==> src/rtl/keypad_entry_ctrl.sv <==
// Keypad entry controller: debounces scanner presses, builds a BCD entry
// buffer from digit/backspace/clear keys, and hands off committed entries
// through a valid/ack pair.
module keypad_entry_ctrl #(
  parameter int MAX_DIGITS     = 4,
  parameter int RELEASE_CYCLES = 4
) (
  input  logic        clk,
  input  logic        rst,
  input  logic        key_ready,
  input  logic [4:0]  key_value,
  input  logic        out_ack,
  output logic [15:0] digits,
  output logic [2:0]  digit_cnt,
  output logic [15:0] entry_data,
  output logic        entry_valid,
  output logic        key_pulse,
  output logic        overflow_err
);

  // Nibbles above MAX_DIGITS are forced to zero on every digit shift-in.
  localparam logic [31:0] MASK32   = (32'h1 << (4 * MAX_DIGITS)) - 32'h1;
  localparam logic [15:0] DIG_MASK = MASK32[15:0];

  typedef enum logic [1:0] {ST_ARMED, ST_HELD, ST_OUT} state_t;

  state_t      r_state;
  state_t      w_state_nxt;
  logic        r_sync_p0;
  logic        r_sync_p1;
  logic        r_sync_prev;
  logic [1:0]  r_prime;
  logic [7:0]  r_rel_cnt;
  logic [7:0]  w_rel_nxt;
  logic [15:0] r_digits;
  logic [15:0] w_digits_nxt;
  logic [2:0]  r_digit_cnt;
  logic [2:0]  w_cnt_nxt;
  logic [15:0] r_entry;
  logic [15:0] w_entry_nxt;
  logic        r_valid;
  logic        w_valid_nxt;
  logic        r_pulse;
  logic        w_pulse_nxt;
  logic        r_ovf;
  logic        w_ovf_nxt;
  logic        w_press;

  // Two-flop synchronizer plus edge history. The history flop resets high and
  // only starts following the synchronizer once the chain holds real samples,
  // so a key still held across reset release is never seen as a new press.
  always_ff @(posedge clk or posedge rst) begin
    if (rst) begin
      r_sync_p0   <= 1'b0;
      r_sync_p1   <= 1'b0;
      r_sync_prev <= 1'b1;
      r_prime     <= 2'b00;
    end else begin
      r_sync_p0   <= key_ready;
      r_sync_p1   <= r_sync_p0;
      r_prime     <= {r_prime[0], 1'b1};
      if (r_prime[1]) begin
        r_sync_prev <= r_sync_p1;
      end
    end
  end

  assign w_press = r_sync_p1 & ~r_sync_prev;

  // State register.
  always_ff @(posedge clk or posedge rst) begin
    if (rst) begin
      r_state <= ST_ARMED;
    end else begin
      r_state <= w_state_nxt;
    end
  end

  // Next-state, key decode and buffer update.
  always_comb begin
    w_state_nxt  = r_state;
    w_rel_nxt    = r_rel_cnt;
    w_digits_nxt = r_digits;
    w_cnt_nxt    = r_digit_cnt;
    w_entry_nxt  = r_entry;
    w_valid_nxt  = r_valid;
    w_pulse_nxt  = 1'b0;
    w_ovf_nxt    = 1'b0;
    case (r_state)
      ST_ARMED: begin
        if (w_press) begin
          w_pulse_nxt = 1'b1;
          w_state_nxt = ST_HELD;
          w_rel_nxt   = 8'd0;
          if (key_value <= 5'd9) begin
            if (r_digit_cnt < 3'(MAX_DIGITS)) begin
              w_digits_nxt = {r_digits[11:0], key_value[3:0]} & DIG_MASK;
              w_cnt_nxt    = r_digit_cnt + 3'd1;
            end else begin
              w_ovf_nxt = 1'b1;
            end
          end else if (key_value == 5'd10) begin
            if (r_digit_cnt != 3'd0) begin
              w_digits_nxt = {4'h0, r_digits[15:4]};
              w_cnt_nxt    = r_digit_cnt - 3'd1;
            end
          end else if (key_value == 5'd11) begin
            w_digits_nxt = 16'h0000;
            w_cnt_nxt    = 3'd0;
          end else if (key_value == 5'd14) begin
            if (r_digit_cnt != 3'd0) begin
              w_entry_nxt  = r_digits;
              w_valid_nxt  = 1'b1;
              w_digits_nxt = 16'h0000;
              w_cnt_nxt    = 3'd0;
              w_state_nxt  = ST_OUT;
            end
          end
        end
      end
      ST_HELD: begin
        if (r_sync_p1) begin
          w_rel_nxt = 8'd0;
        end else if (r_rel_cnt + 8'd1 == 8'(RELEASE_CYCLES)) begin
          w_rel_nxt   = 8'd0;
          w_state_nxt = ST_ARMED;
        end else begin
          w_rel_nxt = r_rel_cnt + 8'd1;
        end
      end
      ST_OUT: begin
        if (out_ack) begin
          w_valid_nxt = 1'b0;
          w_rel_nxt   = 8'd0;
          w_state_nxt = ST_HELD;
        end
      end
      default: begin
        w_state_nxt = ST_ARMED;
      end
    endcase
  end

  // Datapath and output registers.
  always_ff @(posedge clk or posedge rst) begin
    if (rst) begin
      r_rel_cnt   <= 8'd0;
      r_digits    <= 16'h0000;
      r_digit_cnt <= 3'd0;
      r_entry     <= 16'h0000;
      r_valid     <= 1'b0;
      r_pulse     <= 1'b0;
      r_ovf       <= 1'b0;
    end else begin
      r_rel_cnt   <= w_rel_nxt;
      r_digits    <= w_digits_nxt;
      r_digit_cnt <= w_cnt_nxt;
      r_entry     <= w_entry_nxt;
      r_valid     <= w_valid_nxt;
      r_pulse     <= w_pulse_nxt;
      r_ovf       <= w_ovf_nxt;
    end
  end

  assign digits       = r_digits;
  assign digit_cnt    = r_digit_cnt;
  assign entry_data   = r_entry;
  assign entry_valid  = r_valid;
  assign key_pulse    = r_pulse;
  assign overflow_err = r_ovf;

endmodule

==> config.mk <==
export PLATFORM = sky130hd
export DESIGN_NAME = keypad_entry_ctrl
export DESIGN_NICKNAME = d
export VERILOG_FILES = /design/src/rtl/keypad_entry_ctrl.sv
export SDC_FILE = /design/constraint.sdc
export NUM_CORES = 1
export LEC_CHECK = 0
export ABC_AREA = 1
export CAP_MARGIN = 20
export CORE_ASPECT_RATIO = 0.6
export CORE_UTILIZATION = 57
export DETAILED_ROUTE_END_ITERATION = 7
export PLACE_DENSITY = 0.87
export SLEW_MARGIN = 10
export SYNTH_ARGS = -nofsm -noshare
export SYNTH_HDL_FRONTEND = slang
export SYNTH_SLANG_ARGS = --single-unit
==> constraint.sdc <==
create_clock -name clk -period 2.58 [get_ports clk]
set_input_delay 0.387 -clock clk [delete_from_list [all_inputs] [get_ports clk]]
set_output_delay 0.387 -clock clk [all_outputs]
set_load 0.01 [all_outputs]
# Word-level counts from Yosys, hierarchy flattened

Cells that the tools add are included.

Bits in registers: 53
Bits of input ports: 9
Word-level logic and storage cells: 93

Add/subtract/negate cells: 3
Magnitude comparators: 2
Eq/ne operators: 17
Multiplexer cells: 43
Bitwise logic cells: 5
Reduce and logical (&&, ||, !) cells: 11

Operator list:

| operator            | number |
|---|---|
| $mux 16             | 7 |
| $mux 8              | 4 |
| $pmux 8 s3          | 1 |
| $mux 3              | 7 |
| $mux 2              | 9 |
| $ne 2x2->1 const B  | 9 |
| $eq 5x4->1 const B  | 3 |
| $mux 1              | 13 |
| $reduce_bool 3->1   | 3 |
| $add 8x1->8 const B | 1 |
| $eq 8x3->1 const B  | 1 |
| $reduce_and 8->1    | 1 |
| $reduce_and 7->1    | 1 |
| $pmux 2 s3          | 1 |
| $reduce_and 6->1    | 1 |
| $le 5x4->1 const B  | 1 |
| $not 1->1           | 4 |
| $reduce_and 4->1    | 1 |
| $reduce_bool 4->1   | 1 |
| $add 3x1->3 const B | 1 |
| $lt 3x3->1 const B  | 1 |
| $ne 3x2->1 const B  | 1 |
| $reduce_and 3->1    | 1 |
| $sub 3x1->3 const B | 1 |
| other kinds (7)     | 7 |

# Logic depth before layout (Yosys ltp)

Depth after elaboration: 8
Depth in mapped cells: 10
Mapped depth without buffers: 10

# Least setup slack after synthesis

OpenSTA, ideal clock, no wires.

Path type: reg-to-reg
From: reg r_digit_cnt[0], in the netlist digit_cnt[0]
To: reg r_entry[0], in the netlist entry_data[0]
Data arrival time: 1.321 ns
Data required time: 2.462 ns
Path slack: 1.141 ns
Stages on the path, launching flop included: 10
Path buffers: 1
Clock period less this slack: 1.439 ns
Cell sequence: dfrtp_1 -> inv_1 -> ha_1 -> nand2_1 -> nand2_2 -> nor2_4 -> nand2_4 -> buf_6 -> nand2_1 -> o21ai_2

Longest elaborated chain between the ends: 2

RTL lines:

| item                              | RTL line | text |
|---|---|---|
| start: declaration                | 37       | `logic [2:0] r_digit_cnt;` |
| start signal: assignment          | 157      | `r_digit_cnt <= w_cnt_nxt;` |
| $reduce_bool 3->1                 | 111      | `if (r_digit_cnt != 3'd0) begin` |
| $reduce_and 7->1 (no source line) | -        |  |
| end signal: assignment            | 158      | `r_entry <= w_entry_nxt;` |
| end: declaration                  | 39       | `logic [15:0] r_entry;` |

No other way between the ends.
A chain may end at the register's enable or synchronous reset.

# Final worst setup path

From: in key_value[2]
To: reg r_entry[10], in the netlist entry_data[10]

Longest elaborated chain between the ends: 3
Elaborated cells between the ends (all ways): 8
Classes of those cells: order compare: 1; eq/ne: 3; bitwise: 3; reduce/logical: 1

RTL lines:

| item                                  | RTL line | text |
|---|---|---|
| start: declaration                    | 11       | `input logic [4:0] key_value,` |
| $le 5x4->1 (tied with other cells)    | 95       | `if (key_value <= 5'd9) begin` |
| $not 1->1 (no source line)            | -        |  |
| $reduce_and 7->1 (no source line) (*) | -        |  |

Every way passes the cells marked *; elsewhere a longest branch is shown, timed or not.

==> flow_metrics.py <==
metrics = {
    "status": {
        "status": "completed",
    },
    "sta": {
        "max_freq_mhz": 525,
        "relSlewSlack": 0.573,
        "hold_slack_ps": 358,
        "min_period_over_period": 0.738,
        "finalCriticalPeriod_ps": 1900,
        "finClkSkew_ps": 10.2,
        "slew_violations": 0,
        "fin_setup_tns_ps": 0,
        "setup_violations": 0,
        "hold_viol_final": 0,
        "setup_ws_ps": 677,
        "worst_pin_slew_ps": 640,
        "rsz0062_at_grt": "no",
    },
    "min_path": {
        "min_path_type": "flip-flop to flip-flop",
        "holdPathStages": 0,
        "min_to": "r_sync_p1",
        "worstHoldStart": "r_sync_p0",
    },
    "pwr": {
        "powerDensity_nw_per_um2": 698,
        "vdd_ir_drop_max_v": 0.000490,
        "p_leak_nw": 1.48,
        "seqPwrFrac": 0.465,
        "p_int_mw": 1.44,
        "p_switching_mw": 0.830,
        "clkPwrFrac": 0.216,
        "sw_frac_of_total": 0.366,
        "p_comb_frac": 0.319,
    },
    "synthesis": {
        "synth_area_sq_um": 2680,
        "synth.net_count": 321,
        "ys_ff_latch": 53,
        "ys_types": 33,
        "synth_warnings": 0,
        "synthArstFlopShare": 1.00,
        "muxShareOfSynthArea": 0,
        "synth_compound_area_frac": 0.133,
        "synth_top_area_frac": 0.486,
        "syn_avg_cell_area_sq_um": 8.73,
        "synth-adder-area-share": 0.0234,
        "ys.flop_type": "dfrtp_1",
        "synth-edff-count": 0,
        "synth.yosys.seq_area_share": 0.496,
        "yosys-top-cells-area": "dfrtp_1 49%, nand2_1 12%, o21ai_2 5.9%",
        "synth_top_family_by_area": "simple AND/OR/NAND/NOR gates",
        "yosysTopAreaCell": "dfrtp_1",
        "postSynthCellCount": 307,
        "synth-simple-area-share": 0.245,
        "synth-xor-area-share": 0.00981,
    },
    "cells_and_area": {
        "layout_commonest_cell": "nand2_1",
        "final_nets": 367,
        "n_antenna_cell": 0,
        "layout_common_cells": "88 x nand2_1, 52 x dfrtp_1, 46 x clkdlybuf4s50_1",
        "area_growth_pct": 21.4,
        "drive_above_1_share": 0.133,
        "utilization": 0.756,
        "final_cell_count_no_fill": 414,
    },
    "global_routing": {
        "grt_pass1_vias": 1989,
        "grtUsageMet1": 0.406,
        "gr-usage-met3": 0.0533,
        "grt_start_max_net_pins": 33,
        "grt_first_pass_wirelength_mm": 9.87,
        "track_usage": 0.269,
        "overflow": 0,
        "busiest_layer": "met1",
        "use_met2": 0.393,
        "antenna_found_initial": 0,
    },
    "drt": {
        "drtAntennaViolNets": 0,
        "routed_wl_mm": 6.09,
        "routed_via_density": 5.53,
        "avgRoutedWirePerCell_microns": 14.7,
        "drc_errors": 0,
        "vias": 2289,
        "drt_iter0_markers": 209,
        "first_pass_iters": 4,
    },
    "cts": {
        "clkSlewWorstSetupHoldPaths_ps": 100,
        "clockRootBuffer": "clkbuf_8",
        "htreeDepth": 2,
        "clk_path_buf_depth": 2,
        "cts-buffers-inserted": 5,
        "cts_setup_buffers": 0,
        "ctsResizeCount": 0,
        "cts_tree": "yes",
        "clock_sinks": 53,
        "insertion_delay_ps": 320,
        "cts_hold_buffers": 0,
    },
    "setup_path": {
        "r2r-end": "r_rel_cnt[2]",
        "reg2reg_slack_ps": 800,
        "critPathRequiredTime_ps": 2780,
        "critPathKind": "input pin to flip-flop",
        "arrival_ps": 2100,
        "r2r_cells": 8,
        "end_kind": "flip-flop",
        "start_kind": "input pin",
        "rr_startpoint": "r_rel_cnt[1]",
        "cp_max_fo": 32,
    },
    "die": {
        "initial_utilization": 0.623,
        "pin_count": 47,
        "die_h_microns": 55.1,
        "core_area_sq_um": 4300,
        "die_area_sq_um": 4990,
        "rows": 18,
        "die_width_microns": 90.5,
    },
    "place": {
        "port_buffers": 46,
        "place.gp.congestion": 0.881,
        "dp_cells": 406,
        "pre_cts_ws_ps": 349,
        "dp_hpwl_mm": 4.51,
    },
    "run": {
        "max-cap-violations": 0,
    },
}
==> state kept, by name (all words and copies together), names as in the netlist <==
name	cells
digits	16
entry_data	16
r_rel_cnt	8
digit_cnt	3
r_prime	2
r_state	2
entry_valid	1
key_pulse	1
overflow_err	1
r_sync_p0	1
r_sync_p1	1
r_sync_prev	1
==> worst max-delay path by stage <==
stage	start	to	slack, ps	depth (start not counted)
5_1_grt	key_value[3]	digits[3]	550	7
3_5_place_dp	key_value[3]	entry_data[2]	350	8
3_3_place_gp	key_value[3]	entry_data[11]	420	8
6_report	key_value[2]	entry_data[10]	680	8
2_1_floorplan	rst	digit_cnt[0]	910	1
4_1_cts	key_value[3]	entry_data[2]	690	8
==> cell type report <==
type,count,area [sq um]
Multi-Input combinational cell,202,1100
Clock inverter,3,25.0
Sequential cell,53,1330
Tap cell,60,75.1
Inverter,43,164
Fill cell,316,1050
Clock buffer,5,68.8
Timing Repair Buffer,48,488
==> per-layer routing <==
metal,up-vias,part of all wire
met4,0,0.012
met1,1075,0.49
met5,-,0
met3,9,0.080
li1,1081,-
met2,124,0.42
==> synthesized netlist by cell type (all sizes together), types with 2 or more instances <==
| cell type | n |
|---|---|
| buf | 9 |
| nand3 | 26 |
| nor3 | 4 |
| o22ai | 12 |
| a21oi | 6 |
| xnor2 | 2 |
| dfrtp | 52 |
| nand2 | 92 |
| nand4 | 3 |
| nor2 | 16 |
| ha | 5 |
| inv | 43 |
| o21ai | 33 |
==> power by group through the flow <==
stage	registers (mW)	logic [mW]	clock network [mW]
CTS	1.05	0.719	0.490
global route	1.07	0.798	0.529
global placement	1.06	0.693	0
floorplan	1.08	0.396	0
finish	1.06	0.724	0.490
detailed placement	1.07	0.711	0
==> cell families after synthesis <==
kind of cell,Yosys count
adder cells (fa/ha/maj),5
flip-flops,53
other,1
buffers and inverters,52
AND/OR/NAND/NOR,141
AO/OA/AOI/OAI,52
XOR/XNOR,3
==> metrics by stage <==
step	total power, mW	instance area, sq um
finish	2.27	3250
global placement	1.76	3160
global route	2.40	3250
detailed placement	1.78	3160
CTS	2.26	3250
floorplan	1.48	2680
==> worst max-delay path, cell delays in order <==
cell             delay [ps]
clkdlybuf4s50_1         590
nand2_2                 120
nand3_4                 200
inv_4                    90
nor3_2                  220
nand2_4                 260
nand2_1                 170
o21ai_2                  60
(Power assumes the default switching activity.)
